<file path="src/rtl/imem_dmem_arbiter_if.sv">
// Bus bundle between the core's fetch/load-store ports, the arbiter and the
// shared single-port RAM. The arbiter takes the slave view. The core and RAM
// side takes the master view.
interface imem_dmem_arbiter_if #(
    parameter int ADDR_W = 21
);
    // Instruction-fetch port
    logic              f_req;
    logic [31:0]       f_addr;
    logic              f_gnt;
    logic [31:0]       f_rdata;
    logic              f_rvalid;

    // Load/store port
    logic              d_req;
    logic [3:0]        d_wmask;
    logic [31:0]       d_addr;
    logic [31:0]       d_wdata;
    logic              d_gnt;
    logic [31:0]       d_rdata;
    logic              d_rvalid;

    // Shared RAM port
    logic              ram_en;
    logic [3:0]        ram_wmask;
    logic [ADDR_W-1:0] ram_addr;
    logic [31:0]       ram_wdata;
    logic [31:0]       ram_rdata;

    modport slave (
        input  f_req, f_addr,
        output f_gnt, f_rdata, f_rvalid,
        input  d_req, d_wmask, d_addr, d_wdata,
        output d_gnt, d_rdata, d_rvalid,
        output ram_en, ram_wmask, ram_addr, ram_wdata,
        input  ram_rdata
    );

    modport master (
        output f_req, f_addr,
        input  f_gnt, f_rdata, f_rvalid,
        output d_req, d_wmask, d_addr, d_wdata,
        input  d_gnt, d_rdata, d_rvalid,
        input  ram_en, ram_wmask, ram_addr, ram_wdata,
        output ram_rdata
    );
endinterface

</file>
<file path="src/rtl/imem_dmem_arbiter.sv">
// Arbitrates one single-port synchronous RAM between instruction fetch and
// load/store. Data wins by default because it belongs to the older
// instruction. A streak counter forces fetch through after MAX_STREAK
// back-to-back data wins while fetch waits. Read data returns one cycle
// after grant and is held until the next read for that requester completes.
module imem_dmem_arbiter #(
    parameter int          ADDR_W     = 21,
    parameter int          MAX_STREAK = 4,
    parameter logic [31:0] NOP_WORD   = 32'h0000_0033
) (
    input  logic                clk,
    input  logic                resetn,
    imem_dmem_arbiter_if.slave  bus,
    output logic [31:0]         stat_fwait
);
    // The counter must hold 0..MAX_STREAK. Keep at least one bit when MAX_STREAK is 0.
    localparam int STREAK_W = (MAX_STREAK < 1) ? 1 : $clog2(MAX_STREAK + 1);
    localparam logic [STREAK_W-1:0] STREAK_MAX = STREAK_W'(MAX_STREAK);

    logic [STREAK_W-1:0] r_streak;
    logic                r_f_pend;
    logic                r_d_pend;
    logic [31:0]         r_f_hold;
    logic [31:0]         r_d_hold;
    logic [31:0]         r_stat_fwait;

    logic                w_force_f;
    logic                w_d_gnt;
    logic                w_f_gnt;
    logic                w_d_read;
    logic [3:0]          w_ram_wmask;

    // Grants are qualified by resetn so that the RAM stays idle while reset is asserted.
    assign w_force_f = (MAX_STREAK != 0) && (r_streak == STREAK_MAX);
    assign w_d_gnt   = resetn & bus.d_req & ~(bus.f_req & w_force_f);
    assign w_f_gnt   = resetn & bus.f_req & ~w_d_gnt;
    assign w_d_read  = w_d_gnt & (bus.d_wmask == 4'b0000);

    assign bus.d_gnt = w_d_gnt;
    assign bus.f_gnt = w_f_gnt;

    // Only a granted data access can write. Mask each lane with the data grant.
    genvar gi;
    generate
        for (gi = 0; gi < 4; gi++) begin : g_lane
            assign w_ram_wmask[gi] = w_d_gnt & bus.d_wmask[gi];
        end
    endgenerate

    assign bus.ram_en    = w_f_gnt | w_d_gnt;
    assign bus.ram_wmask = w_ram_wmask;
    assign bus.ram_addr  = w_d_gnt ? bus.d_addr[ADDR_W+1:2] : bus.f_addr[ADDR_W+1:2];
    assign bus.ram_wdata = w_d_gnt ? bus.d_wdata : 32'h0000_0000;

    // Return the fresh RAM word in the cycle after a read grant. Otherwise return the held word.
    assign bus.f_rvalid = r_f_pend;
    assign bus.f_rdata  = r_f_pend ? bus.ram_rdata : r_f_hold;
    assign bus.d_rvalid = r_d_pend;
    assign bus.d_rdata  = r_d_pend ? bus.ram_rdata : r_d_hold;
    assign stat_fwait   = r_stat_fwait;

    // Track outstanding reads and latch returned words for each requester.
    always_ff @(posedge clk or negedge resetn) begin
        if (!resetn) begin
            r_f_pend <= 1'b0;
            r_d_pend <= 1'b0;
            r_f_hold <= NOP_WORD;
            r_d_hold <= 32'h0000_0000;
        end else begin
            r_f_pend <= w_f_gnt;
            r_d_pend <= w_d_read;
            if (r_f_pend) r_f_hold <= bus.ram_rdata;
            if (r_d_pend) r_d_hold <= bus.ram_rdata;
        end
    end

    // Count data wins while fetch waits (saturating). Clear the count when fetch gets in or stops asking.
    always_ff @(posedge clk or negedge resetn) begin
        if (!resetn) begin
            r_streak <= '0;
        end else if (w_d_gnt && bus.f_req) begin
            if (r_streak != STREAK_MAX) r_streak <= r_streak + STREAK_W'(1);
        end else begin
            r_streak <= '0;
        end
    end

    // Count fetch stall cycles. The counter wraps at 2^32.
    always_ff @(posedge clk or negedge resetn) begin
        if (!resetn) begin
            r_stat_fwait <= 32'h0000_0000;
        end else if (bus.f_req && !w_f_gnt) begin
            r_stat_fwait <= r_stat_fwait + 32'd1;
        end
    end
endmodule

</file>
<file path="src/flat_wrapper.sv">
// flat-port wrapper written by rule: the top's interface ports become plain ports
module imem_dmem_arbiter_flat 
#(
    parameter int          ADDR_W     = 21,
    parameter int          MAX_STREAK = 4,
    parameter logic [31:0] NOP_WORD   = 32'h0000_0033
)
  (clk, resetn, stat_fwait, bus_f_req, bus_f_addr, bus_f_gnt, bus_f_rdata, bus_f_rvalid, bus_d_req, bus_d_wmask, bus_d_addr, bus_d_wdata, bus_d_gnt, bus_d_rdata, bus_d_rvalid, bus_ram_en, bus_ram_wmask, bus_ram_addr, bus_ram_wdata, bus_ram_rdata);
  imem_dmem_arbiter_if #(.ADDR_W(ADDR_W)) bus_i ();
  input  logic clk;
  input  logic resetn;
  output logic [31:0] stat_fwait;
  input wire logic [$bits(bus_i.f_req)-1:0] bus_f_req;
  input wire logic [$bits(bus_i.f_addr)-1:0] bus_f_addr;
  output wire logic [$bits(bus_i.f_gnt)-1:0] bus_f_gnt;
  output wire logic [$bits(bus_i.f_rdata)-1:0] bus_f_rdata;
  output wire logic [$bits(bus_i.f_rvalid)-1:0] bus_f_rvalid;
  input wire logic [$bits(bus_i.d_req)-1:0] bus_d_req;
  input wire logic [$bits(bus_i.d_wmask)-1:0] bus_d_wmask;
  input wire logic [$bits(bus_i.d_addr)-1:0] bus_d_addr;
  input wire logic [$bits(bus_i.d_wdata)-1:0] bus_d_wdata;
  output wire logic [$bits(bus_i.d_gnt)-1:0] bus_d_gnt;
  output wire logic [$bits(bus_i.d_rdata)-1:0] bus_d_rdata;
  output wire logic [$bits(bus_i.d_rvalid)-1:0] bus_d_rvalid;
  output wire logic [$bits(bus_i.ram_en)-1:0] bus_ram_en;
  output wire logic [$bits(bus_i.ram_wmask)-1:0] bus_ram_wmask;
  output wire logic [$bits(bus_i.ram_addr)-1:0] bus_ram_addr;
  output wire logic [$bits(bus_i.ram_wdata)-1:0] bus_ram_wdata;
  input wire logic [$bits(bus_i.ram_rdata)-1:0] bus_ram_rdata;
  assign bus_i.f_req = bus_f_req;
  assign bus_i.f_addr = bus_f_addr;
  assign bus_f_gnt = bus_i.f_gnt;
  assign bus_f_rdata = bus_i.f_rdata;
  assign bus_f_rvalid = bus_i.f_rvalid;
  assign bus_i.d_req = bus_d_req;
  assign bus_i.d_wmask = bus_d_wmask;
  assign bus_i.d_addr = bus_d_addr;
  assign bus_i.d_wdata = bus_d_wdata;
  assign bus_d_gnt = bus_i.d_gnt;
  assign bus_d_rdata = bus_i.d_rdata;
  assign bus_d_rvalid = bus_i.d_rvalid;
  assign bus_ram_en = bus_i.ram_en;
  assign bus_ram_wmask = bus_i.ram_wmask;
  assign bus_ram_addr = bus_i.ram_addr;
  assign bus_ram_wdata = bus_i.ram_wdata;
  assign bus_i.ram_rdata = bus_ram_rdata;
  imem_dmem_arbiter #(.ADDR_W(ADDR_W), .MAX_STREAK(MAX_STREAK), .NOP_WORD(NOP_WORD)) u_core (.clk(clk), .resetn(resetn), .bus(bus_i), .stat_fwait(stat_fwait));
endmodule
</file>
<file path="config.mk">
export PLATFORM = sky130hd
export DESIGN_NAME = imem_dmem_arbiter_flat
export DESIGN_NICKNAME = d
export VERILOG_FILES = /design/src/rtl/imem_dmem_arbiter_if.sv /design/src/rtl/imem_dmem_arbiter.sv /design/src/flat_wrapper.sv
export SDC_FILE = /design/constraint.sdc
export NUM_CORES = 1
export LEC_CHECK = 0
export ABC_CLOCK_PERIOD_IN_PS = 3700
export CAP_MARGIN = 20
export CORE_AREA = 2 2 114 116
export CTS_CLUSTER_SIZE = 40
export DETAILED_ROUTE_END_ITERATION = 16
export DIE_AREA = 0 0 116 118
export DONT_BUFFER_PORTS = 1
export PLACE_DENSITY = 0.61
export SLEW_MARGIN = 10
export SYNTH_ARGS = -nofsm -noshare
export SYNTH_HDL_FRONTEND = slang
export SYNTH_SLANG_ARGS = --single-unit
</file>
<file path="constraint.sdc">
create_clock -name clk -period 3.7 [get_ports clk]
set_clock_uncertainty 0.05 [all_clocks]
set_input_delay 0.74 -clock clk [delete_from_list [all_inputs] [get_ports clk]]
set_output_delay 0.74 -clock clk [all_outputs]
set_load 0.02 [all_outputs]
</file>
==> flow_summary_export.csv, run 1 <==
group,metric,value,unit
worst_setup_path,start_kind,"flip-flop",
worst_setup_path,crit_path_top_delay_cell,"a31oi_4",
clock_tree,cts.clk_slew.worst_paths,60,ps
clock_tree,cts.sinks,101,
detailed_routing,wl,10800,um
place,io_buffers,0,
run_status,outcome,"finished clean",
detailed_routing,drc,0,
detailed_routing,antenna_left,0,
clock_tree,clockRootBuffer,"clkbuf_16",
yosys,syn-cell-area,4580,um^2
timing,setup_tns,0,ps
worst_setup_path,worstReg2RegStart,"u_core.r_streak[0]",
timing,rsz0062_at_grt,"no",
die,pin_count,294,
power_and_ir_drop,powerDensity,576,nW/um^2
clock_tree,cts_resized,0,
place,place_congestion,0.865,
timing,max_freq,0.336,GHz
clock_tree,post_cts_buffers,0,
yosys,synth.avg_cell_area,12.8,um^2
timing,maxSlewViolCount,0,
die,dieHeight,118,um
die,start_util,36.9,%
timing,min_period_over_period,80.4,%
global_route,antenna_found_initial,4,
die,core.rowCount,41,
worst_setup_path,regToRegEndpoint,"u_core.stat_fwait[28]",
power_and_ir_drop,peakVddDrop,0.269,mV
clock_tree,h-tree-depth,3,
worst_setup_path,crit_arrival,2190,ps
detailed_routing,first_pass_iters,4,
die,core_area,12400,um^2
yosys,ys.warnings.count,0,
worst_setup_path,worstRegToRegCells,7,
worst_setup_path,endpoint,"bus_ram_wdata[5]",
place,hpwl,8460,um
global_route,first_global_vias,2714,
timing,period_minus_slack,2980,ps
timing,hold_viol_final,0,
clock_tree,holdBufCountCts,0,
yosys,seq_area_frac_synth,55.3,%
worst_setup_path,critPathRequiredTime,2910,ps
die,die_area,13700,um^2
global_route,grt_pass1_wl,15900,um
clock_tree,numCtsBuffers,9,
detailed_routing,drt-vias-per-instance,5.09,
global_route,grt_max_degree,105,
worst_setup_path,endpoint_kind,"output pin",
clock_tree,clock_latency,340,ps
timing,slew_headroom,46.1,%
clock_tree,clockBufferDepth,2,
job,max_cap_violations,0,
detailed_routing,wl_per_cell,20.3,um
timing,final-setup-viol-count,0,
yosys,syn_nets,496,
yosys,ys_ff_latch,101,
place,pre_cts_ws,857,ps
layout,drive_gt1_share,32.4,%
worst_setup_path,path_max_fanout,38,
clock_tree,cts_tree,"built",
worst_setup_path,path_cells,"inv_1 > ha_1 > a31oi_4 > buf_12 > and2_1",
detailed_routing,vias,2717,
global_route,grt_usage,15.2,%
worst_setup_path,startpoint,"u_core.r_streak[0]",
yosys,synth_cells,357,
min_path,hold_class,"in -> async",
worst_setup_path,critical_path_class,"reg -> out",
worst_setup_path,slowest_delay,650,ps
worst_setup_path,ff2ff_setup_slack,1390,ps
die,die_x,116,um
power_and_ir_drop,p_leak,2.23,nW
timing,worstMarginPinSlew,808,ps
timing,fin_ws,724,ps
layout,num-nets-final,492,
detailed_routing,drt-initial-drc-count,196,
yosys,synth_cell_type_count,33,
layout,area_delta_synth_final,11.1,%
global_route,grt_overflow_total,0,
[final cells by class]
class / instances / area (um^2)
Antenna cell: 4 / 10.0
Clock buffer: 12 / 256
Clock inverter: 4 / 53.8
Fill cell: 1165 / 7330
Inverter: 7 / 26.3
Multi-Input combinational cell: 231 / 1960
Sequential cell: 101 / 2530
Tap cell: 172 / 215
Timing Repair Buffer: 3 / 35.0
[registers in the layout, summed over array words and instances, names as in the netlist]
name / cells
u_core.bus.d_rvalid: 1
u_core.r_f_hold: 32
u_core.bus.f_rvalid: 1
u_core.stat_fwait: 32
u_core.r_d_hold: 32
u_core.r_streak: 3
[where the power goes]
group          internal (mW)  switching, mW  leakage (nW)  total, mW
registers               1.28          0.145          1.26       1.42
logic                  0.175          0.373         0.823      0.548
clock network          0.564          0.394         0.145      0.958
total                   2.02          0.913          2.23       2.93
[cell usage in the layout (no fill, tap or decap), drive strengths merged, types with 3 or more instances in the layout]
cell	netlist	final
clkbuf	10	12
nand3	9	9
ha	3	3
nor2	11	11
and3	8	8
xor2	16	16
nor4	5	5
and2	37	37
nand4	7	7
nand2	17	17
inv	7	8
buf	8	3
nor3	8	8
diode	0	4
dfrtp	97	97
mux2	85	85
xnor2	16	16
dfstp	4	4
[Yosys cell counts]
cell type / n / area [um^2]
dfrtp_1: 97 / 2430
mux2_2: 85 / 957
and2_1: 37 / 231
nand2_1: 17 / 63.8
xnor2_1: 16 / 140
xor2_1: 16 / 140
nor2_1: 11 / 41.3
clkbuf_1: 10 / 37.5
nand3_1: 9 / 45.0
nor3_1: 8 / 40.0
inv_1: 7 / 26.3
and3_1: 6 / 37.5
buf_1: 6 / 22.5
nand4_1: 6 / 37.5
dfstp_2: 4 / 105
ha_1: 3 / 37.5
nor4_1: 2 / 12.5
nor4_2: 2 / 25.0
a21boi_0: 1 / 7.51
a31oi_1: 1 / 6.26
and2b_1: 1 / 7.51
and3_2: 1 / 7.51
and3_4: 1 / 11.3
buf_2: 1 / 5.00
buf_6: 1 / 11.3
nand4_4: 1 / 21.3
nor4_4: 1 / 21.3
nor4b_1: 1 / 8.76
o211a_1: 1 / 10.0
o21a_1: 1 / 7.51
o21ai_0: 1 / 5.00
or2_2: 1 / 6.26
or4_4: 1 / 11.3
[how the worst min path moves through the flow]
stage                       startpoint             endpoint
finish                          resetn  u_core.r_d_hold[25]
global route                    resetn  u_core.r_f_hold[22]
CTS                             resetn  u_core.r_d_hold[19]
detailed placement              resetn  u_core.r_d_hold[25]
global placement    u_core.r_streak[0]   u_core.r_streak[0]
floorplan           u_core.r_streak[0]   u_core.r_streak[0]
[logic make-up (layout without fill, tap and decap cells)]
| family | after synthesis | count (layout) | synth area share [%] |
|---|---|---|---|
| DFF | 101 | 101 | 55.3 |
| muxes | 85 | 85 | 20.9 |
| buffers and inverters | 25 | 26 | 2.24 |
| xor gates and xnor gates | 32 | 32 | 6.13 |
| adders and majority gates | 3 | 3 | 0.820 |
| and+or+nand+nor | 106 | 106 | 13.8 |
| AOI/OAI and AO/OA | 5 | 5 | 0.793 |
| other | 0 | 4 | 0 |
[layer usage]
layer,GRT usage [%],vias up,routed length (um)
met1,16.7,1307,3890
met5,0,-,0
met4,8.04,0,467
met2,24.8,178,5160
li1,-,1210,-
met3,6.33,22,1330
[worst max-delay path, delay by kind of cell (launching register included)]
| family | cells | cell delay, ps |
|---|---|---|
| adder cells (fa/ha/maj) | 1 | 230 |
| buffers and inverters | 2 | 310 |
| AND/OR/NAND/NOR | 1 | 280 |
| AO/OA/AOI/OAI | 1 | 650 |
| flip-flops | 1 | 380 |
[per-stage QoR]
stage / area (um^2) / power (mW) / cells / util [%] / hold slack (ps)
global route: 5080 / 3.07 / 534 / 41.0 / 22.5
global placement: 4760 / 1.98 / 514 / 38.4 / 393
finish: 5080 / 2.93 / 534 / 41.0 / 48.8
detailed placement: 4760 / 2.00 / 514 / 38.4 / 397
CTS: 5070 / 2.96 / 530 / 40.9 / 30.7
floorplan: 4580 / 1.90 / 357 / - / 379
(Power assumes the default switching activity.)
==> run 2: changes to the inputs <==
- ABC_CLOCK_PERIOD_IN_PS: 3700 -> 3050
- clock period: 3.7 -> 3.05 ns (I/O delays scaled with it)
==> run 2 against run 1 <==
- via count up 1.4%
- final cell count down 0.19%
- die area unchanged
- core utilization up 0.25 points
- combinational power up 27%
- worst hold slack better by 20 ps
- routed wire length up 1.5%
- sequential power up 22%
- register-to-register slack worse by 690 ps
- clock-buffer cell count down 1
- sequential share of layout area down 0.30 points
- first-iteration DRC count down 49%
- largest power group unchanged
==> flow_summary_export.csv, run 2 (synthesized netlist as in run 1, its figures left out) <==
group,metric,value,unit
die,start_util,36.9,%
layout,multi_input_area,1960,um^2
job,max_cap_violations,0,
layout,num-nets-final,493,
power_and_ir_drop,seqPwrFrac,47.7,%
worst_setup_path,start_kind,"flip-flop",
power_and_ir_drop,p_leak,2.24,nW
die,die_x,116,um
timing,slew_headroom,63.6,%
detailed_routing,drc,0,
worst_setup_path,critical_path_class,"reg -> out",
place,place_congestion,0.874,
layout,final_cell_mix,"dfrtp_1, mux2_2, and2_1",
clock_tree,cts_resized,0,
power_and_ir_drop,peakVddDrop,0.234,mV
detailed_routing,wl,11000,um
worst_setup_path,crit_arrival,1890,ps
detailed_routing,drt-vias-per-instance,5.17,
clock_tree,clock_latency,340,ps
power_and_ir_drop,power.internal,2.49,mW
worst_setup_path,path_cells,"inv_1 > ha_1 > a31oi_4 > buf_12 > mux2_2",
power_and_ir_drop,powerDensity,707,nW/um^2
timing,max_freq,0.392,GHz
clock_tree,cts.clk_slew.worst_paths,70,ps
clock_tree,h-tree-depth,3,
power_and_ir_drop,p_sw,1.13,mW
layout,area_delta_synth_final,11.8,%
global_route,grt_max_degree,98,
detailed_routing,vias,2756,
power_and_ir_drop,pwr-share-clk,33.1,%
place,hpwl,8390,um
worst_setup_path,critPathRequiredTime,2390,ps
die,core.rowCount,41,
die,pin_count,294,
layout,drive_gt1_share,32.3,%
clock_tree,clockRootBuffer,"clkbuf_16",
timing,setup_tns,0,ps
timing,rsz0062_at_grt,"no",
die,dieHeight,118,um
worst_setup_path,path_max_fanout,62,
global_route,grt_overflow_total,0,
worst_setup_path,critical_path.top_delay_family,"multiplexers",
global_route,antenna_found_initial,2,
detailed_routing,antenna_left,0,
detailed_routing,wl_per_cell,20.7,um
worst_setup_path,crit_path_top_delay_cell,"mux2_2",
timing,maxSlewViolCount,0,
power_and_ir_drop,switching_share,31.1,%
timing,hold_ws,68.7,ps
worst_setup_path,slowest_delay,460,ps
power_and_ir_drop,combPwrFrac,19.3,%
global_route,grt_pass1_wl,15700,um
timing,period_minus_slack,2550,ps
timing,hold_viol_final,0,
clock_tree,clockBufferDepth,2,
layout,seqCellArea,2530,um^2
timing,min_period_over_period,83.6,%
min_path,hold_class,"in -> async",
die,core_area,12400,um^2
layout,finalInstanceArea,5120,um^2
clock_tree,cts_tree,"built",
clock_tree,cts.sinks,101,
place,dpl_cell_area,4760,um^2
layout,fillers,1176,
clock_tree,numCtsBuffers,9,
global_route,first_global_vias,2795,
detailed_routing,drt-initial-drc-count,99,
layout,final_common_cell,"dfrtp_1",
detailed_routing,first_pass_iters,4,
timing,final-setup-viol-count,0,
global_route,grt_usage,15.2,%
timing,worstMarginPinSlew,544,ps
worst_setup_path,endpoint_kind,"output pin",
worst_setup_path,path_buf_inv,2,
run_status,outcome,"finished clean",
die,die_area,13700,um^2
place,io_buffers,0,
==> run 2: cell types whose count changed in the layout (fill, tap and decap cells not counted), sizes merged <==
cell,delta
buf,+1
clkbuf,-1
bufinv,+1
diode,-2
==> run 2: path summary, 6_finish.rpt <==
check                                     startpoint                    end  slack [ps]  cells past startpoint
worst max-delay path              u_core.r_streak[0]        bus_ram_addr[5]         500                      5
worst min-delay path                          resetn     u_core.r_f_hold[1]          70                      0
worst max register to register  u_core.stat_fwait[6]  u_core.stat_fwait[27]         700                      5
worst min register to register    u_core.r_streak[0]     u_core.r_streak[0]         410                      1
max in group asynchronous                     resetn     u_core.r_streak[2]        2440                      1
min in group clk                           bus_f_req     u_core.r_streak[0]         360                      2
==> run 2: worst register-to-register path, cell delays in order (launching register included) <==
cell	delay, ps
dfrtp_1	550
and3_4	280
nand4_4	140
or4_4	670
nor4b_1	410
xnor2_1	180
==> run 2: area by class of cell <==
cell class              instances  area share (%)
flip-flops and latches        101            49.5
well taps                     172            4.21
diodes                          2          0.0978
clock inverters                 5            1.69
repair buffers                  4            1.22
multi-input cells             231            38.2
inverters                       7           0.514
clock buffers                  11            4.55
==> run 2: power groups by stage <==
stage          sequential (mW)  combinational [mW]  clock, mW
2_1_floorplan             1.71               0.591          0
3_3_place_gp              1.74               0.665          0
3_5_place_dp              1.76               0.675          0
4_1_cts                   1.73               0.707       1.23
5_1_grt                   1.75               0.744       1.30
6_report                  1.73               0.696       1.20
==> run 2: what timing repair did <==
item | 4_1_cts | 5_1_grt
hold buffers | 1 | 0
endpoints found under the hold margin | 97 | 0
buffers inserted | 0 | 0
==> run 2: routing by layer <==
layer  up-vias  GRT usage, %  wire [um]
met2       170          25.7       5340
met1      1356          15.8       3920
met3        25          5.66       1270
li1       1205             -          -
met5         -             0          0
met4         0          9.00        497
==> run 2: stage by stage <==
step                utilization (%)  total power, mW  setup WS (ps)  instances
global route                   41.2             3.79            402        533
finish                         41.2             3.62            500        533
detailed placement             38.4             2.43            722        514
CTS                            41.2             3.67            486        531
floorplan                         -             2.30            397        357
global placement               38.4             2.41            766        514
==> run 3: changes to the inputs <==
- ABC_CLOCK_PERIOD_IN_PS: 3050 -> 2450
- clock period: 3.05 -> 2.45 ns (I/O delays scaled with it)
==> run 3 against run 2 <==
- the flow now finishes with violations (negative hold slack)
- routed wire length increased by 2.8%
- power increased by 23%
- sequential cell count unchanged
- register-to-register slack got worse by 400 ps
- critical path type unchanged
- clock power grew 18%
- combinational power rose by 25%
==> flow_summary_export.csv, run 3 (synthesized netlist as in run 1, its figures left out) <==
group,metric,value,unit
global_route,grt_usage,15.9,%
timing,hold_viol_final,101,
timing,slew_headroom,66.9,%
detailed_routing,wl,11300,um
die,start_util,36.9,%
clock_tree,numCtsBuffers,9,
die,pin_count,294,
detailed_routing,antenna_left,0,
clock_tree,h-tree-depth,3,
timing,period_minus_slack,2330,ps
layout,final_cell_mix,"dfrtp_1, mux2_2, and2_2",
detailed_routing,wl_met1,4060,um
timing,worstMarginPinSlew,495,ps
worst_setup_path,path_max_fanout,17,
detailed_routing,wl_met3,1290,um
place,io_buffers,0,
die,dieHeight,118,um
run_status,violations,"negative hold slack",
power_and_ir_drop,powerDensity,839,nW/um^2
place,place_congestion,0.873,
clock_tree,clockBufferDepth,2,
layout,num-nets-final,505,
worst_setup_path,crit_arrival,1790,ps
detailed_routing,drt-initial-drc-count,205,
detailed_routing,first_pass_iters,4,
worst_setup_path,start_kind,"flip-flop",
global_route,grt_max_degree,105,
run_status,outcome,"finished with violations",
timing,hold_ws,-211,ps
detailed_routing,wl_per_cell,20.8,um
worst_setup_path,worstReg2RegStart,"u_core.r_streak[1]",
worst_setup_path,worstRegToRegCells,7,
worst_setup_path,ff2ff_setup_slack,300,ps
timing,min_period_over_period,95.2,%
detailed_routing,top_layer_used,"met5",
power_and_ir_drop,seqPwrFrac,48.3,%
layout,fillers,1188,
detailed_routing,wl_met2,5540,um
power_and_ir_drop,combPwrFrac,19.6,%
global_route,grt_pass1_wl,16600,um
layout,final_common_cell,"dfrtp_1",
layout,area_delta_synth_final,15.6,%
die,die_x,116,um
place,hpwl,8530,um
clock_tree,cts.sinks,101,
power_and_ir_drop,switching_share,31.3,%
detailed_routing,drt-vias-per-instance,5.11,
job,max_cap_violations,0,
power_and_ir_drop,p_leak,2.36,nW
die,die_area,13700,um^2
die,core_area,12400,um^2
clock_tree,clockRootBuffer,"clkbuf_16",
min_path,hold_class,"in -> async",
clock_tree,cts_tree,"built",
global_route,first_global_vias,2882,
clock_tree,cts.clk_slew.worst_paths,70,ps
power_and_ir_drop,p_sw,1.39,mW
global_route,antenna_found_initial,2,
die,core.rowCount,41,
detailed_routing,vias,2786,
timing,final-setup-viol-count,0,
worst_setup_path,critPathRequiredTime,1910,ps
worst_setup_path,regToRegEndpoint,"u_core.stat_fwait[28]",
layout,fin_util,42.6,%
clock_tree,clock_latency,340,ps
timing,max_freq,0.429,GHz
global_route,grt_overflow_total,0,
power_and_ir_drop,pwr-share-clk,32.1,%
detailed_routing,drc,0,
worst_setup_path,endpoint_kind,"output pin",
worst_setup_path,critical_path_class,"reg -> out",
power_and_ir_drop,power.internal,3.05,mW
timing,maxSlewViolCount,0,
timing,setup_tns,0,ps
power_and_ir_drop,peakVddDrop,0.325,mV
timing,rsz0062_at_grt,"no",
layout,drive_gt1_share,41.8,%
==> run 3: layer usage <==
layer | track usage [%] | vias up
met5 | 0 | -
met4 | 7.81 | 2
met3 | 6.02 | 17
met2 | 26.4 | 170
met1 | 17.7 | 1369
li1 | - | 1228
==> run 3: worst max-delay path: stages (launching register included) <==
cell and delay [ps]:
dfrtp_1 360, inv_1 70, ha_4 170, a31oi_4 210, buf_12 210, mux2_2 430
==> run 3: how the worst max path moves through the flow <==
stage                       startpoint               endpoint  slack [ps]  cells past startpoint
floorplan                    bus_f_req       bus_ram_addr[10]          40                      4
global placement    u_core.r_streak[0]  u_core.stat_fwait[28]         300                      7
detailed placement  u_core.r_streak[0]  u_core.stat_fwait[28]         230                      7
CTS                 u_core.r_streak[1]              bus_f_gnt          30                      7
global route        u_core.r_streak[0]              bus_f_gnt          20                      7
finish              u_core.r_streak[1]        bus_ram_addr[9]         120                      5
==> run 3: power by group through the flow <==
| stage | sequential [mW] | clock, mW | combinational [mW] |
|---|---|---|---|
| 5_1_grt | 2.18 | 1.54 | 0.924 |
| 3_3_place_gp | 2.17 | 0 | 0.835 |
| 4_1_cts | 2.15 | 1.46 | 0.880 |
| 3_5_place_dp | 2.18 | 0 | 0.846 |
| 2_1_floorplan | 2.13 | 0 | 0.736 |
| 6_report | 2.14 | 1.42 | 0.869 |
==> run 3: timing repair <==
item	in CTS	in global routing
buffers inserted	3	0
cloned	2	0
pin swaps	1	1
resized for setup	36	1
hold endpoints to repair	101	101
setup endpoints to repair	3	42
==> run 3: through the flow <==
step	setup slack [ps]	hold slack [ps]	cell area [um^2]	cells	power (mW)
2_1_floorplan	37.2	144	4580	357	2.86
3_3_place_gp	299	146	4820	522	3.01
3_5_place_dp	229	147	4820	522	3.03
4_1_cts	34.7	-221	5270	543	4.49
5_1_grt	24.1	-227	5290	545	4.64
6_report	118	-211	5290	545	4.44
==> run 3: layout make-up <==
type / count / area, um^2 / area share (%)
Clock inverter: 4 / 55.1 / 1.04
Antenna cell: 2 / 5.00 / 0.0946
Inverter: 7 / 26.3 / 0.497
Clock buffer: 12 / 246 / 4.66
Sequential cell: 101 / 2530 / 47.9
Timing Repair Buffer: 16 / 185 / 3.50
Tap cell: 172 / 215 / 4.07
Multi-Input combinational cell: 231 / 2020 / 38.3
